## config.mk

```make
export PLATFORM = sky130hd
export DESIGN_NAME = select_sequencer
export DESIGN_NICKNAME = d
export VERILOG_FILES = /design/src/rtl/select_sequencer.sv
export SDC_FILE = /design/constraint.sdc
export NUM_CORES = 1
export LEC_CHECK = 0
export CAP_MARGIN = 20
export CORE_MARGIN = 2
export CORE_UTILIZATION = 40
export DETAILED_ROUTE_END_ITERATION = 8
export PLACE_DENSITY_LB_ADDON = 0.2
export SLEW_MARGIN = 20
export SYNTH_ARGS = -nofsm -noshare
export SYNTH_HDL_FRONTEND = slang
export SYNTH_SLANG_ARGS = --single-unit
```

## constraint.sdc

```tcl
create_clock -name clk -period 2.5 [get_ports clk]
set_clock_uncertainty 0.05 [all_clocks]
set_input_delay 0.5 -clock clk [delete_from_list [all_inputs] [get_ports clk]]
set_output_delay 0.5 -clock clk [all_outputs]
set_load 0.01 [all_outputs]
```

## src/rtl/select_sequencer.sv

```systemverilog
// select_sequencer: drives the {s1,s0} select code of a 2-to-4 active-high
// decoder. Scans the code with a programmable dwell, accepts a direct load
// over a four-phase req/ack handshake, and checks the decoder's returned
// outputs against the expected one-hot word.
module select_sequencer #(
    parameter int DWELL = 4,  // cycles each code is held while scanning (1..255)
    parameter int CW    = 8   // dwell counter width, 2**CW > DWELL
) (
    input  logic       clk,
    input  logic       rst_n,
    input  logic       en,
    input  logic       dir,
    input  logic       load_req,
    input  logic [1:0] load_val,
    output logic       load_ack,
    input  logic [3:0] d_fb,
    input  logic       err_clr,
    output logic       s1,
    output logic       s0,
    output logic       tick,
    output logic       err
);

    typedef enum logic [1:0] {
        IDLE = 2'd0,
        SCAN = 2'd1,
        ACK  = 2'd2
    } state_e;

    // Terminal dwell count: the step happens on the edge that sees this value.
    localparam logic [CW-1:0] CNT_LAST = CW'(DWELL - 1);

    state_e        state_q;
    logic [1:0]    code_q;
    logic [CW-1:0] cnt_q;
    logic          load_ack_q;
    logic          tick_q;
    logic          err_q;
    logic          settle_q;   // high in the cycle a new code is presented

    logic [1:0]    code_step_d;
    logic [3:0]    exp_fb_d;
    logic          mismatch_d;

    // Next scanned code, expected decoder word and unmasked mismatch.
    always_comb begin
        // NOTE: every always_comb output gets a value on every path, so no latch is inferred.
        code_step_d = dir ? (code_q - 2'd1) : (code_q + 2'd1);
        exp_fb_d    = 4'b1000 >> code_q;
        mismatch_d  = !settle_q && (d_fb != exp_fb_d);
    end

    // Control FSM with registered code, count, handshake, tick and error flag.
    always_ff @(posedge clk or negedge rst_n) begin
        if (!rst_n) begin
            state_q    <= IDLE;
            code_q     <= 2'b00;
            cnt_q      <= '0;
            load_ack_q <= 1'b0;
            tick_q     <= 1'b0;
            err_q      <= 1'b0;
            settle_q   <= 1'b1;
        end else begin
            // NOTE: sequential state uses non-blocking assignments only, so later
            // statements here still see the pre-edge values of every _q register.
            tick_q   <= 1'b0;
            settle_q <= 1'b0;

            unique case (state_q)
                IDLE, SCAN: begin
                    if (load_req) begin
                        // Load beats a coincident scan step; no tick for a load.
                        code_q     <= load_val;
                        cnt_q      <= '0;
                        load_ack_q <= 1'b1;
                        settle_q   <= 1'b1;
                        state_q    <= ACK;
                    end else if (!en) begin
                        // Code and partial dwell are frozen, not cleared.
                        state_q <= IDLE;
                    end else if (state_q == IDLE) begin
                        // Entering scan does not count, so the first step lands DWELL edges later.
                        state_q <= SCAN;
                    end else if (cnt_q == CNT_LAST) begin
                        cnt_q    <= '0;
                        code_q   <= code_step_d;
                        tick_q   <= 1'b1;
                        settle_q <= 1'b1;
                    end else begin
                        cnt_q <= cnt_q + CW'(1);
                    end
                end
                ACK: begin
                    // Code, count and load_val are ignored until the requester drops load_req.
                    if (!load_req) begin
                        load_ack_q <= 1'b0;
                        state_q    <= en ? SCAN : IDLE;
                    end
                end
                default: state_q <= IDLE;
            endcase

            // Sticky error: a mismatch wins over a coincident clear.
            if (mismatch_d) begin
                err_q <= 1'b1;
            end else if (err_clr) begin
                err_q <= 1'b0;
            end
        end
    end

    assign s1       = code_q[1];
    assign s0       = code_q[0];
    assign tick     = tick_q;
    assign load_ack = load_ack_q;
    assign err      = err_q;

endmodule

```

Word-level counts from Yosys, hierarchy flattened --
Index checks and enable logic that the tools add are counted.
Cells by class: $mul 0, mux-type cells 27, $lt $le $gt $ge 0, equal/unequal tests 8, div/mod/pow operators 0, bitwise gates (word level) 0, shift operators 1, $add $sub $neg 3, reduce and logical (&&, ||, !) cells 12
Operators with widths (number):
- 8-bit two-way mux | 4
- 2-bit two-way mux | 9
- 1-bit two-way mux | 12
- 8-bit by 1-bit adder with 8-bit output, second input constant | 1
- 8-bit by 2-bit == test with 1-bit output, second input constant | 1
- 2-bit nonzero test | 4
- 2-bit != test, second input constant | 3
- 3-bit AND reduction | 2
- 4-bit != test | 1
- 4-bit != test, second input constant | 1
- 2-bit one-hot mux with 2 select lines | 1
- 4-bit AND reduction | 1
- 4-bit by 2-bit >> shifter with 4-bit output, first input constant | 1
- 2-bit by 1-bit adder with 2-bit output, second input constant | 1
- 2-bit by 1-bit == test with 1-bit output, second input constant | 1
- 2-bit == test, second input constant | 1
- 2-bit zero test | 1
- 1-bit one-hot mux with 2 select lines | 1
- 2-bit AND reduction | 1
- 2-bit OR reduction | 1
- 2-bit by 1-bit subtractor with 2-bit output, second input constant | 1
- 1-bit logical AND | 1
- 1-bit zero test | 1
Storage, ports and cells: output and inout port bits 5, ROM bits 0, word-level logic and storage cells 58, flip-flop bits (word level) 16, bits in latches 0, bits in writable memories 0, input port bits 12, memories 0

Longest topological paths before layout --
Gate-level depths: netlist of the first run.
depth after elaboration 6, mapped depth 5, mapped depth without buffers 5

Worst setup path after synthesis of the first run --
Ideal clock, no wire load.
path type flip-flop to flip-flop, start register cnt_q[6], end register code_q[0], cell stages (with the launch flop) 5, slack 0.887 ns, data required time 2.325 ns, arrival time 1.438 ns, buffers on the path 0, setup time 0.125 ns, period minus slack after synthesis 1.613 ns, path through dfrtp_1 > nor4_4 > a31oi_1 > nor3_4 > mux2_4
On the way: word-level cells in the longest chain between the ends 3
RTL lines:
- start, declared | line 35 | logic [CW-1:0] cnt_q;
- start signal, assigned | line 90 | cnt_q <= cnt_q + CW'(1);
- 8-bit by 2-bit == test with 1-bit output | line 84 | end else if (cnt_q == CNT_LAST) begin
- 2-bit nonzero test (no line)
- 4-bit AND reduction (no line)
- end signal, assigned | line 73 | code_q <= load_val;
- end signal, assigned | line 86 | code_q <= code_step_d;
- end, declared | line 34 | logic [1:0] code_q;
Every way passes these cells. A chain may end at the register's enable or synchronous reset.

Worst setup path in the final report of the first run --
start register code_q[0], end output port s0
RTL lines:
- end, declared | line 19 | output logic s0,
No word-level cell between the ends.

==> qor.csv, run 1 <==
metric;value;unit
status;finished clean;
cp_max_fo;8;
grt_max_degree;17;
grt_overflow_total;0;
first_pass_iters;4;
ant_nets;0;
synth.net_count;99;
hp-class;register to register;
maxCapViolCount;0;
cts_buffers;3;
drv_slew;0;
finalPower;0.5432;mW
place_ws;0.3466;ns
reg2reg_slack;0.94;ns
antenna_found_initial;0;
min_period;1.915;ns
min_period_over_period;76.60;%
portBuffers;16;
dp_hpwl;1130;µm
rows;16;
path_clk_slew;0.09;ns
cts_resized;0;
drive_gt1_share;8.654;%
critPathTopFamily;buffers and inverters;
via_per_inst;5.084;
final_cells;131;
cpPeakStageDelay;0.58;ns
cts_tree;done;
hold_buffers;0;
ys_seq_area_share;47.35;%
yosysUniqueCellTypes;33;
relSlewSlack;52.66;%
die_w;50.05;µm
power_density;513.8;nW/µm²
start_util;42.80;%
crit_path_top_delay_cell;clkdlybuf4s50_1;
drc;0;
grt_use_total;13.62;%
clock-sinks;16;
rsz0062_at_grt;false;
yosysWarnings;0;
post_cts_buffers;0;
clkLatencyLatePin;0.30;ns
boundaryPins;17;
diodes;0;
cts_root_buf;clkbuf_4;
die_height;50.05;µm
vdd_drop_max;0.0003232;V
placedCellCount;127;
fin_setup_tns;0;ns
path_buf_inv;1;
postSynthCellCount;86;
cts.path.max_buffers;2;
drtIter0Drc;11;
coreArea;1982;µm²
gp_congestion;0.8232;
leakage;0.4347;nW
ys_ff_latch;16;
worst_slack;0.5850;ns
critPathKind;register to output port;
dieArea;2505;µm²
area_delta_synth_final;24.63;%
final-setup-viol-count;0;
syn_area;848.3;µm²
avgSynthCellArea;9.864;µm²
vias;666;
worst_slew_pin_slew;0.7079;ns
utilization;53.35;%
end_kind;output port;
final_nets;118;
path_cells;clkdlybuf4s50_1;
worstPathArrival;1.37;ns
final-hold-violation-count;0;
start_kind;register;
cts_max_level;1;
wl_per_cell;12.00;µm
grt_pass1_wl;2601;µm
first_global_vias;607;
required;1.95;ns
wl;1572;µm
clock.fmax;522.2;MHz
cells in the final DEF (no fill, tap or decap), drive strengths merged, types with 3 or more instances in the layout:
cell type       n
clkdlybuf4s50  16
dfrtp          15
nor2           13
xnor2           6
o21ai           6
nor3            5
inv             4
nand2           4
a21oi           4
clkbuf          4
nand3           3
nand4           3
state kept, by name, summed over array words and instances (netlist names):
register,cells
err,1
settle_q,1
code_q,2
tick,1
state_q,2
load_ack,1
cnt_q,8
worst paths after layout:
path	startpoint	cells past startpoint	end
setup / recovery	code_q[0]	1	s0
hold / removal	cnt_q[0]	1	cnt_q[0]
min in group asynchronous	rst_n	1	code_q[0]
hold reg to reg	cnt_q[0]	1	cnt_q[0]
setup reg to reg	cnt_q[6]	4	code_q[0]
max in group asynchronous	rst_n	1	err
cells by family after synthesis:
group                      Yosys count  share of synthesized area, %
AOI/OAI and AO/OA                   15                         10.92
xor gates and xnor gates             7                         7.227
adders and majority gates            1                         1.475
buffers and inverters                7                         3.982
DFF                                 16                         47.35
muxes                                2                         2.949
and+or+nand+nor                     38                         26.11
synthesized netlist by cell type:
library cell | number | area share, %
dfrtp_1 | 15 | 44
nor2_1 | 13 | 5.8
xnor2_1 | 6 | 6.2
inv_1 | 4 | 1.8
nand2_1 | 4 | 1.8
nor3_1 | 4 | 2.4
o21ai_1 | 4 | 2.4
a21oi_1 | 3 | 1.8
nand3_1 | 3 | 1.8
nand4_1 | 3 | 2.2
clkbuf_1 | 2 | 0.89
nand2b_1 | 2 | 1.5
nand3b_1 | 2 | 1.8
o21ai_0 | 2 | 1.2
a2111oi_0 | 1 | 1.0
a211oi_1 | 1 | 0.89
a21boi_1 | 1 | 0.89
a21oi_2 | 1 | 1.0
a31oi_1 | 1 | 0.74
and3b_1 | 1 | 1.0
buf_6 | 1 | 1.3
dfstp_2 | 1 | 3.1
ha_1 | 1 | 1.5
mux2_4 | 1 | 1.8
mux2i_1 | 1 | 1.2
nand4b_1 | 1 | 1.0
nor2b_1 | 1 | 0.74
nor3_4 | 1 | 1.9
nor4_1 | 1 | 0.74
nor4_4 | 1 | 2.5
nor4b_1 | 1 | 1.0
o32ai_1 | 1 | 1.0
xor2_1 | 1 | 1.0
per-stage QoR:
step                      hold WS [ns]  instance area, µm²
after floorplan                 0.1544               848.3
after global placement          0.4475                1031
after detailed placement        0.4562                1031
after CTS                       0.4716                1057
after global routing            0.5103                1057
final                           0.4668                1057
metal layers:
layer	part of all wire [%]	global-route usage, %
met4	2.5	6.944
met3	6.7	3.030
met1	52	19.62
met2	39	18.86
met5	0	0
final cells by class:
class	count	area, µm²
multi-input cells	63	412.9
fillers	185	924.6
well taps	27	33.78
clock buffers	4	26.28
inverters	4	15.01
repair buffers	17	167.7
flip-flops and latches	16	401.6
report_power, final:
part / switching [mW] / total [mW] / internal, mW / leakage (nW)
registers: 0.0239 / 0.298 / 0.274 / 0.204
logic: 0.0423 / 0.104 / 0.0612 / 0.216
clock network: 0.0791 / 0.141 / 0.0622 / 0.0150
total: 0.145 / 0.543 / 0.398 / 0.435
Note: power is estimated with default switching activity, not from simulation.
==> run 2: changes to the inputs <==
- clock period: 2.5 -> 1.9 ns (I/O delays scaled with it)
==> run 2 against run 1 <==
Net effect:
- sequential power up 32%
- clock power up 56%
- largest cell class unchanged
- power up 40%
==> qor.csv, run 2 (same netlist as run 1, synthesis figures left out) <==
metric;value;unit
layout_commonest_cell;clkdlybuf4s50_1;
path_cells;clkdlybuf4s50_1;
worstPathArrival;1.35;ns
critPathTopFamily;buffers and inverters;
leakage;0.4649;nW
cts_max_level;1;
crit_path_top_delay_cell;clkdlybuf4s50_1;
top_regs;cnt_q x8, code_q x2, state_q x2;
vdd_drop_max;0.0004496;V
min_period;1.780;ns
start_util;42.80;%
path_buf_inv;1;
grt_overflow_total;0;
cts.path.max_buffers;2;
drv_slew;0;
largest_register;cnt_q;
grt_pass1_wl;2870;µm
required;1.47;ns
path_clk_slew;0.09;ns
cts_resized;0;
fin_setup_tns;0;ns
clock.fmax;561.7;MHz
final-setup-viol-count;0;
clkLatencyLatePin;0.28;ns
first_pass_iters;4;
drtIter0Drc;8;
cts_buffers;3;
min_period_over_period;93.71;%
largest_reg_flops;8;
mostFrequentLayoutCells;clkdlybuf4s50_1 (16), dfrtp_1 (15), nor2_1 (13);
multiInputGateArea;412.9;µm²
die_height;50.05;µm
antenna_found_initial;0;
vias;683;
via_per_inst;5.022;
first_global_vias;641;
drc;0;
clock-sinks;16;
rsz0062_at_grt;false;
ant_nets;0;
dieArea;2505;µm²
die_w;50.05;µm
critPathKind;register to output port;
wl_per_cell;12.06;µm
final_nets;123;
grt_max_degree;17;
worst_slew_pin_slew;0.4390;ns
cts_root_buf;clkbuf_4;
post_cts_buffers;0;
power_switching;0.1926;mW
gp_congestion;0.7614;
n_fill_cell;187;
rows;16;
cts_tree;done;
cpPeakStageDelay;0.58;ns
place_ws;0.08938;ns
hold_buffers;0;
boundaryPins;17;
grt_use_total;15.08;%
status;finished clean;
final-hold-violation-count;0;
hp-class;input pin to asynchronous set/reset pin;
power_density;686.2;nW/µm²
start_kind;register;
cp_max_fo;8;
coreArea;1982;µm²
pwr-share-comb;19.2;%
area_delta_synth_final;30.24;%
worst_slack;0.1195;ns
dp_hpwl;1195;µm
regArea;401.6;µm²
end_kind;output port;
seqPwrFrac;51.8;%
power.internal;0.5655;mW
drive_gt1_share;13.76;%
relSlewSlack;70.73;%
diodes;0;
p_clk_share;29.0;%
portBuffers;16;
maxCapViolCount;0;
wl;1640;µm
p_sw_share;25.40;%
[run 2: changes by cell type in the layout (fill, tap and decap cells not counted)]
cell and change:
clkbuf_8 +1, buf_4 +5, clkbuf_1 -1
[run 2: per-stage QoR]
step                      instances  instance area [µm²]  power, mW  util (%)  hold slack, ns
final                           136                 1105     0.7581     55.74          0.3555
after global routing            136                 1105     0.8080     55.74          0.3743
after CTS                       136                 1105     0.7715     55.74          0.3477
after detailed placement        132                 1069     0.5455     53.91          0.4521
after global placement          132                 1069     0.5418     53.91          0.4502
after floorplan                  86                848.3     0.4617         -         0.03441
[run 2: path summary, 6_finish.rpt]
check	startpoint	endpoint	slack, ns	cells after the start
max	code_q[0]	s0	0.12	1
min	rst_n	cnt_q[5]	0.36	2
max reg2reg	cnt_q[5]	code_q[0]	0.32	4
min reg2reg	cnt_q[0]	cnt_q[0]	0.46	1
max in group asynchronous	rst_n	settle_q	1.20	2
min in group clk	cnt_q[0]	cnt_q[0]	0.46	1
[run 2: area by class of cell]
type,instances,area share (%)
sequential,16,36.35
tap,27,3.058
clock buffer,4,3.284
timing repair buffer,22,18.57
inverter,4,1.359
multi-input combinational,63,37.37
[run 2: per-layer routing]
layer,routed length [µm],global-route usage (%),share of wire [%],up-vias
met5,0,0,0,-
met4,12,8.333,0.73,0
met3,82,3.636,5.0,2
met2,725,21.93,44,12
met1,819,20.35,50,318
li1,-,-,-,351
[run 2: power by group through the flow]
stage                     Clock, mW  Combinational [mW]  Sequential, mW
after floorplan                   0              0.0645           0.397
after global placement            0               0.145           0.397
after detailed placement          0               0.146           0.400
after CTS                     0.232               0.147           0.393
after global routing          0.249               0.161           0.399
final                         0.220               0.145           0.393
==> run 3: changes to the inputs <==
- CELL_PAD_IN_SITES_DETAIL_PLACEMENT: not set -> 1
- CELL_PAD_IN_SITES_GLOBAL_PLACEMENT: not set -> 1
- CORE_UTILIZATION: 40 -> 37
- GPL_ROUTABILITY_DRIVEN: not set -> 1
==> run 3 against run 2 <==
Net effect:
- clock-buffer cell count did not move
- utilization down 6.4 points
- worst hold slack worse by 0.0030 ns
- sequential share of layout area increased by 0.80 points
- clock power shrank 20%
- setup slack got worse by 0.0014 ns
- register-to-register slack got worse by 0.07 ns
- critical path depth stayed put
- highest routed layer unchanged
==> qor.csv, run 3 (same netlist as run 1, synthesis figures left out) <==
metric;value;unit
cts_root_buf;clkbuf_4;
min_period_over_period;93.78;%
largest_reg_flops;8;
coreArea;2191;µm²
grt_max_degree;17;
wl_per_cell;13.56;µm
required;1.47;ns
clock-sinks;16;
drv_slew;0;
start_kind;register;
relSlewSlack;70.67;%
cts_tree;done;
top_regs;cnt_q x8, code_q x2, state_q x2;
final_nets;121;
rsz0062_at_grt;false;
area_delta_synth_final;27.43;%
drc;0;
portBuffers;16;
final-setup-viol-count;0;
path_cells;clkdlybuf4s50_1;
antenna_found_initial;0;
clkLatencyLatePin;0.28;ns
cts_buffers;3;
leakage;0.4492;nW
cts.path.max_buffers;2;
die_w;51.88;µm
top_usage_layer;met2;
start_util;38.72;%
via_per_inst;5.111;
cts_max_level;1;
cts_resized;0;
dp_hpwl;1416;µm
diodes;0;
min_period;1.782;ns
vias;690;
maxCapViolCount;0;
path_buf_inv;1;
clock.fmax;561.2;MHz
end_kind;output port;
grt_use_met2;27.64;%
largest_register;cnt_q;
fin_setup_tns;0;ns
use_met3;6.322;%
grt_use_total;16.35;%
final_cells;135;
hold_buffers;0;
path_clk_slew;0.09;ns
worst_slew_pin_slew;0.4289;ns
critPathKind;register to output port;
first_pass_iters;2;
rows;17;
hp-class;input pin to asynchronous set/reset pin;
final-hold-violation-count;0;
post_cts_buffers;0;
boundaryPins;17;
layout_commonest_cell;clkdlybuf4s50_1;
drtIter0Drc;6;
die_height;51.88;µm
critPathTopFamily;buffers and inverters;
cp_max_fo;8;
gp_congestion;0.7372;
hold_slack;0.3525;ns
use_met1;19.96;%
crit_path_top_delay_cell;clkdlybuf4s50_1;
first_global_vias;709;
drive_gt1_share;11.21;%
status;finished clean;
dieArea;2692;µm²
wl;1830;µm
grt_overflow_total;0;
mostFrequentLayoutCells;clkdlybuf4s50_1 (16), dfrtp_1 (15), nor2_1 (13);
placedCellCount;131;
vdd_drop_max;0.0005108;V
cpPeakStageDelay;0.59;ns
worstPathArrival;1.35;ns
grt_pass1_wl;3153;µm
power_density;663.7;nW/µm²
ant_nets;0;
[run 3: cell count changes in the layout (fill, tap and decap cells not counted), sizes merged]
cell,before,now
buf,6,4
[run 3: final cells by class]
cell class	count	area, µm²
fillers	269	1110
multi-input cells	63	412.9
flip-flops and latches	16	401.6
repair buffers	20	190.2
well taps	28	35.03
clock buffers	4	26.28
inverters	4	15.01
[run 3: layer usage]
metal	vias up	share of wire [%]
li1	344	-
met1	332	43
met2	12	52
met3	2	4.4
met4	0	0.66
met5	-	0
[run 3: path summary, 6_finish.rpt]
check	endpoint	start	slack, ns	cells after the start
min in group clk	err	err	0.48	2
worst max-delay path	s0	code_q[0]	0.12	1
worst min register to register	err	err	0.48	2
worst min-delay path	cnt_q[2]	rst_n	0.35	2
max in group asynchronous	settle_q	rst_n	1.19	2
worst max register to register	code_q[0]	cnt_q[6]	0.25	4
[run 3: report_power, final]
part / switching, mW / internal (mW)
clock network: 0.0954 / 0.0814
registers: 0.0324 / 0.361
logic: 0.0621 / 0.0851
total: 0.190 / 0.528
[run 3: stage by stage]
| step | cell area (µm²) | utilization (%) | setup slack [ns] | power (mW) |
|---|---|---|---|---|
| 2_1_floorplan | 848.3 | - | 0.2871 | 0.4617 |
| 3_3_place_gp | 1055 | 48.14 | 0.1075 | 0.5404 |
| 3_5_place_dp | 1055 | 48.14 | 0.08103 | 0.5501 |
| 4_1_cts | 1081 | 49.34 | 0.09685 | 0.7292 |
| 5_1_grt | 1081 | 49.34 | 0.02132 | 0.7690 |
| 6_report | 1081 | 49.34 | 0.1182 | 0.7175 |
